`src/rtl/dlms_pkg.sv`:
```
// Shared constants for the DLMS stimulus generator and the DLMS filter bench:
// FSM encoding, LFSR seed and taps, reference amplitude and plant output shift.
package dlms_pkg;

    typedef enum logic [1:0] {
        ST_IDLE = 2'd0,
        ST_RUN  = 2'd1,
        ST_DONE = 2'd2
    } state_t;

    localparam logic [15:0] LFSR_SEED = 16'hACE1;
    localparam int          X_AMP     = 64;
    localparam int          D_SHIFT   = 7;

    // Fibonacci feedback taps: new bit = l[15]^l[13]^l[12]^l[10]
    localparam int TAP_A = 15;
    localparam int TAP_B = 13;
    localparam int TAP_C = 12;
    localparam int TAP_D = 10;

endpackage

```
`src/rtl/lfsr_bit_gen.sv`:
```
// Fibonacci LFSR with synchronous load to SEED and shift enable; exposes bit0
// of the state the register will hold after the next shift.
module lfsr_bit_gen
    import dlms_pkg::*;
#(
    parameter int             LW   = 16,
    parameter logic [LW-1:0]  SEED = LW'(LFSR_SEED)
) (
    input  logic clk,
    input  logic reset,
    input  logic load,
    input  logic en,
    output logic nxt_bit
);

    logic [LW-1:0] q;
    logic [LW-1:0] nxt;

    always_comb begin
        nxt     = {q[LW-2:0], q[TAP_A] ^ q[TAP_B] ^ q[TAP_C] ^ q[TAP_D]};
        nxt_bit = nxt[0];
    end

    always_ff @(posedge clk) begin
        if (reset || load)
            q <= SEED;
        else if (en)
            q <= nxt;
    end

endmodule

```
`src/rtl/dlms_stimulus_gen.sv`:
```
// Burst generator for DLMS experiments: +/-AMP pseudo-random reference x and the
// matching two-tap plant output d, emitted as a registered, aligned pair.
module dlms_stimulus_gen
    import dlms_pkg::*;
#(
    parameter int             W1   = 8,
    parameter int             LW   = 16,
    parameter logic [LW-1:0]  SEED = LW'(LFSR_SEED),
    parameter int             AMP  = X_AMP
) (
    input  logic                 clk,
    input  logic                 reset,
    input  logic                 start,
    input  logic signed [W1-1:0] plant0,
    input  logic signed [W1-1:0] plant1,
    input  logic [15:0]          n_samples,
    output logic signed [W1-1:0] x_out,
    output logic signed [W1-1:0] d_out,
    output logic                 valid,
    output logic                 busy,
    output logic                 done
);

    localparam logic signed [W1-1:0]   XP   = W1'(AMP);
    localparam logic signed [W1-1:0]   XN   = -XP;
    localparam logic signed [W1-1:0]   SMAX = {1'b0, {(W1-1){1'b1}}};
    localparam logic signed [W1-1:0]   SMIN = {1'b1, {(W1-1){1'b0}}};
    localparam logic signed [2*W1:0]   DMAX = (2*W1+1)'(SMAX);
    localparam logic signed [2*W1:0]   DMIN = (2*W1+1)'(SMIN);

    state_t                 state;
    logic signed [W1-1:0]   p0_q, p1_q;
    logic [15:0]            n_q;
    logic [15:0]            cnt;

    logic                   lfsr_load, lfsr_en, lfsr_bit;
    logic                   smp_bit;
    logic signed [W1-1:0]   pa, pb, xp, x_nxt, d_nxt;
    logic signed [2*W1-1:0] prod0, prod1;
    logic signed [2*W1:0]   acc, sh;
    logic                   last;

    assign last      = (cnt == n_q - 16'd1);
    assign lfsr_load = (state == ST_IDLE) && start;
    assign lfsr_en   = (state == ST_RUN) && !last;

    lfsr_bit_gen #(.LW(LW), .SEED(SEED)) u_lfsr (
        .clk     (clk),
        .reset   (reset),
        .load    (lfsr_load),
        .en      (lfsr_en),
        .nxt_bit (lfsr_bit)
    );

    // In IDLE the first sample is built from SEED and the live plant inputs
    // with x[-1]=0; in RUN the registered x_out doubles as x[k-1].
    always_comb begin
        smp_bit = SEED[0];
        pa      = plant0;
        pb      = plant1;
        xp      = '0;
        if (state == ST_RUN) begin
            smp_bit = lfsr_bit;
            pa      = p0_q;
            pb      = p1_q;
            xp      = x_out;
        end
        x_nxt = smp_bit ? XP : XN;
        prod0 = (2*W1)'(pa) * (2*W1)'(x_nxt);
        prod1 = (2*W1)'(pb) * (2*W1)'(xp);
        acc   = (2*W1+1)'(prod0) + (2*W1+1)'(prod1);
        sh    = acc >>> D_SHIFT;
        if (sh > DMAX)
            d_nxt = SMAX;
        else if (sh < DMIN)
            d_nxt = SMIN;
        else
            d_nxt = sh[W1-1:0];
    end

    always_ff @(posedge clk) begin
        if (reset) begin
            state <= ST_IDLE;
            p0_q  <= '0;
            p1_q  <= '0;
            n_q   <= '0;
            cnt   <= '0;
            x_out <= '0;
            d_out <= '0;
            valid <= 1'b0;
            busy  <= 1'b0;
            done  <= 1'b0;
        end else begin
            case (state)
                ST_IDLE: begin
                    done <= 1'b0;
                    if (start) begin
                        p0_q <= plant0;
                        p1_q <= plant1;
                        n_q  <= n_samples;
                        cnt  <= '0;
                        if (n_samples == 16'd0) begin
                            state <= ST_DONE;
                            done  <= 1'b1;
                        end else begin
                            state <= ST_RUN;
                            busy  <= 1'b1;
                            valid <= 1'b1;
                            x_out <= x_nxt;
                            d_out <= d_nxt;
                        end
                    end
                end
                ST_RUN: begin
                    if (last) begin
                        state <= ST_DONE;
                        busy  <= 1'b0;
                        valid <= 1'b0;
                        done  <= 1'b1;
                        x_out <= '0;
                        d_out <= '0;
                    end else begin
                        cnt   <= cnt + 16'd1;
                        x_out <= x_nxt;
                        d_out <= d_nxt;
                    end
                end
                ST_DONE: begin
                    state <= ST_IDLE;
                    done  <= 1'b0;
                end
                default: begin
                    state <= ST_IDLE;
                    busy  <= 1'b0;
                    valid <= 1'b0;
                    done  <= 1'b0;
                    x_out <= '0;
                    d_out <= '0;
                end
            endcase
        end
    end

endmodule
```
`config.mk`:
```
export PLATFORM = sky130hd
export DESIGN_NAME = dlms_stimulus_gen
export DESIGN_NICKNAME = d
export VERILOG_FILES = /design/src/rtl/dlms_pkg.sv /design/src/rtl/lfsr_bit_gen.sv /design/src/rtl/dlms_stimulus_gen.sv
export SDC_FILE = /design/constraint.sdc
export NUM_CORES = 1
export LEC_CHECK = 0
export ABC_AREA = 0
export ABC_CLOCK_PERIOD_IN_PS = 6000
export CAP_MARGIN = 5
export CORE_MARGIN = 2
export CORE_UTILIZATION = 43
export DETAILED_ROUTE_END_ITERATION = 8
export GPL_TIMING_DRIVEN = 0
export HOLD_SLACK_MARGIN = 0.02
export MAX_ROUTING_LAYER = met4
export REMOVE_ABC_BUFFERS = 1
export SYNTH_ARGS = -nofsm -noshare
export SYNTH_HDL_FRONTEND = slang
export SYNTH_SLANG_ARGS = --single-unit
```
`constraint.sdc`:
```
create_clock -name clk -period 6 [get_ports clk]
set_input_delay 0.9 -clock clk [delete_from_list [all_inputs] [get_ports clk]]
set_output_delay 0.9 -clock clk [all_outputs]
set_load 0.01 [all_outputs]
```
==> metrics.md <==
| Metric | Value |
|---|---|
| Die Area | `13,100 µm²` |
| Synth async-reset ratio | `0%` |
| Crit path capture | `d_out[4]` |
| GPL Wtd Cong | `about 0.83` |
| Clock Pin Slew Worst Setup and Hold Paths | `60 ps` |
| Hold_ws | `between 400 and 500 ps` |
| Max Clock Skew | `5.56 ps` |
| Pin slew with the least headroom to its limit | `between 1000 and 1500 ps` |
| DRC | `0` |
| Num Clock Sinks | `78` |
| Reg2reg end | `d_out[4]` |
| Grt met1 use | `21.7%` |
| Worst setup path startpoint | `state[0]` |
| Area grow syn2layout | `15.1%` |
| CP bufs+invs | `3` |
| Post-layout util | `between 50% and 60%` |
| DIE HEIGHT | `about 110 µm` |
| Crit path arrival time | `5770 ps` |
| Dpl hpwl | `around 8700 µm` |
| Status | `completed` |
| Syn Inst Count | `630` |
| Final hold violations | `0` |
| Worst R2R Setup Slack | `460 ps` |
| Total track usage | `19.3%` |
| Fmax | `0.180 GHz` |
| Period Utilization, post-route | `92.4%` |
| Crit path kind | `flop to flop` |
| GR Overflow Total | `0` |
| Warnings, synthesis | `0` |
| Cell family with most CP delay | `adder cells` |
| CP required | `6230 ps` |
| Core area | `12,000 µm²` |
| Tmin final | `5540 ps` |
| Post-synthesis sequential area ratio | `29.8%` |
| Critical Path Sink Type | `flop` |
| Vias/cell | `5.41` |
| Synth Register Bits | `78` |
| Diode count | `0` |
| Top_reg_cell synth | `dfxtp_1` |
| Num rows | `40` |
| Largest net degree at the start of global routing | `44` |
| GR Util met3 | `4.02%` |
| CP Max Fanout | `8` |
| Grt met2 use | `34.3%` |
| Final #Nets | `754` |
| Post-synth EDFFs | `0` |
| Max Cap Viol | `0` |
| Most common cell after layout, fill and taps aside | `nand2_1` |
| Gr busiest metal | `met2` |
| CTS tree | `yes` |
| Hold crit path type | `flop to flop` |
| Maximum clock insertion buffer count | `2` |
| Drt pass-1 iters | `4` |
| Reg2reg start | `state[0]` |
| CTS Buf Count | `9` |
| Pleak | `between 2 and 3 nW` |
| DR iter-0 viols | `between 100 and 150` |
| Post-route ant nets | `0` |
| Root Driver | `clkbuf_16` |
| Setup tns final | `0 ps` |
| Starting Density | `43.8%` |
| Port buffer count | `47` |
| Final wirelength | `around 12,000 µm` |
| Critical path's largest stage delay | `530 ps` |
| CP Cell Sequence | `nor2b_4 -> nand2_1 -> nor2_1 -> ha_1 -> ha_1 -> inv_1 -> fa_1 -> inv_1 -> fa_1 -> ha_1 -> ha_1 -> ha_1 -> inv_1 -> fa_1 -> nor2b_1 -> o31a_1 -> o21a_1 -> nor2_1 -> xnor2_1 -> o21ai_1 -> a211oi_2 -> a221o_1` |
| Vias in the first global route | `4,164` |
| Critical Path Start Type | `flop` |
| Vias post-DR | `4,381` |
| Post-synthesis cell type count | `63` |
| Crit path top cell by count | `ha_1` |
| Post-CTS Hold Buffers | `0` |
| Worst IR Drop VDD | `0.148 mV` |
| Mapped Area | `5240 µm²` |
| H-tree depth | `3` |
| Final Slew Violations | `0` |
| I/O pin total | `54` |
| Most frequent cells in the layout | `102 x nand2_1, 78 x dfxtp_1, 60 x nor2_1` |
| Register-to-Register Path Depth | `22` |
| Initial antenna violation count | `0` |
| First-pass GRT wire length | `19,400 µm` |
| Clock Latency Late Sink | `340 ps` |
| Proportion of layout cells with a drive suffix above 1 | `6.49%` |
| Die width | `~110 µm` |
| Syn avg cell area | `8.32 µm²` |
| Critical Path Stages | `22` |
| Fill cells | `1,169` |
| RSZ-0062 raised after global routing | `no` |
| Slowest CP cell | `fa_1` |
| Pwr/cell area | `237 nW/µm²` |
| Relative max-transition margin | `about a fifth` |
| Wire per inst | `14.3 µm` |
| Setup-failing EPs final | `0` |
## Yosys cell counts, types with 3 or more instances
master,instances,share of area [%]
nand2_1,102,7.3
dfxtp_1,78,30
nor2_1,61,4.4
a21oi_1,46,4.4
ha_1,43,10
inv_1,42,3.0
xnor2_1,22,3.7
clkbuf_1,20,1.4
mux2i_1,20,3.8
fa_1,18,6.9
and3_1,12,1.4
xor2_1,9,1.5
nand3_1,8,0.76
nand4_1,8,0.96
nor4_1,8,0.96
o21ai_1,8,0.76
buf_4,7,1.0
nand2b_1,7,0.84
nor3_1,7,0.67
buf_2,6,0.57
o21ai_0,6,0.57
or3_1,6,0.72
a211oi_1,5,0.72
a31oi_1,5,0.60
a22o_1,4,0.67
nor2b_1,4,0.48
o21a_1,4,0.57
o31ai_1,4,0.57
or4_1,4,0.57
a21o_1,3,0.43
a221o_1,3,0.57
a31o_2,3,0.50
and2_1,3,0.36
buf_1,3,0.21
o2111ai_1,3,0.50
or2_2,3,0.36
or3b_2,3,0.50
## metrics by stage
stage	worst slack [ps]	area (µm²)	instances	total power, W
2_1_floorplan	507	5050	597	0.000813
3_3_place_gp	-710	5700	791	0.000930
3_5_place_dp	-857	5730	792	0.000936
4_1_cts	115	6020	809	0.00145
5_1_grt	29.4	6030	810	0.00151
6_report	459	6030	810	0.00143
## worst min-delay path by stage
| stage | startpoint | endpoint | cells past startpoint |
|---|---|---|---|
| 2_1_floorplan | p0_q[2] | p0_q[2] | 2 |
| 3_3_place_gp | p0_q[7] | p0_q[7] | 2 |
| 3_5_place_dp | p0_q[7] | p0_q[7] | 2 |
| 4_1_cts | p0_q[7] | p0_q[7] | 2 |
| 5_1_grt | p0_q[2] | p0_q[2] | 2 |
| 6_report | p0_q[7] | p0_q[7] | 2 |
## worst min-delay path, stage by stage (launching register included)
cell and delay (ps):
dfxtp_1 310, nand2_1 50, a21oi_1 50
## routing by layer
| layer | wire (µm) | part of all wire, % | up-vias |
|---|---|---|---|
| li1 | - | - | 2201 |
| met1 | 5130 | 44 | 2107 |
| met2 | 5910 | 51 | 56 |
| met3 | 357 | 3.1 | 17 |
| met4 | 189 | 1.6 | 0 |
| met5 | 0 | 0 | - |
## power breakdown
group | internal (W) | leakage (nW) | switching [W]
clock network | 0.000289 | 0.132 | 0.000210
logic | 0.000159 | 1.93 | 0.000189
registers | 0.000550 | 0.638 | 0.0000285
total | 0.000999 | 2.70 | 0.000428
## kinds of logic after synthesis
family | count (synthesis) | synth area share (%)
fa+ha+maj | 61 | 17.1
flops | 78 | 29.8
simple gates | 249 | 23.0
mux | 21 | 4.11
compound gates | 109 | 13.7
buf+inv | 80 | 7.00
xor+xnor | 31 | 5.18
other cells | 1 | 0.0716
## layout make-up
class / count / area (µm²) / share of cell area, %
multi-input cells: 477 / 3360 / 55.7
repair buffers: 50 / 500 / 8.30
well taps: 147 / 184 / 3.05
inverters: 42 / 158 / 2.61
clock inverters: 4 / 22.5 / 0.373
clock buffers: 12 / 246 / 4.09
flip-flops and latches: 78 / 1560 / 25.9
## state kept, by name, indices dropped and copies added (netlist names)
name / count
n_q: 16
cnt: 16
u_lfsr.q: 16
d_out: 8
p1_q: 8
p0_q: 8
state: 2
done: 1
x_out: 2
busy: 1
## timing repair
item / in CTS / in global routing
resized for setup: 3 / 3
endpoints found under the setup margin: 8 / 7
hold endpoints to repair: 0 / 0
pin swaps: 0 / 0
setup buffers: 1 / 0
No activity file was read; power rests on OpenSTA's default activity.
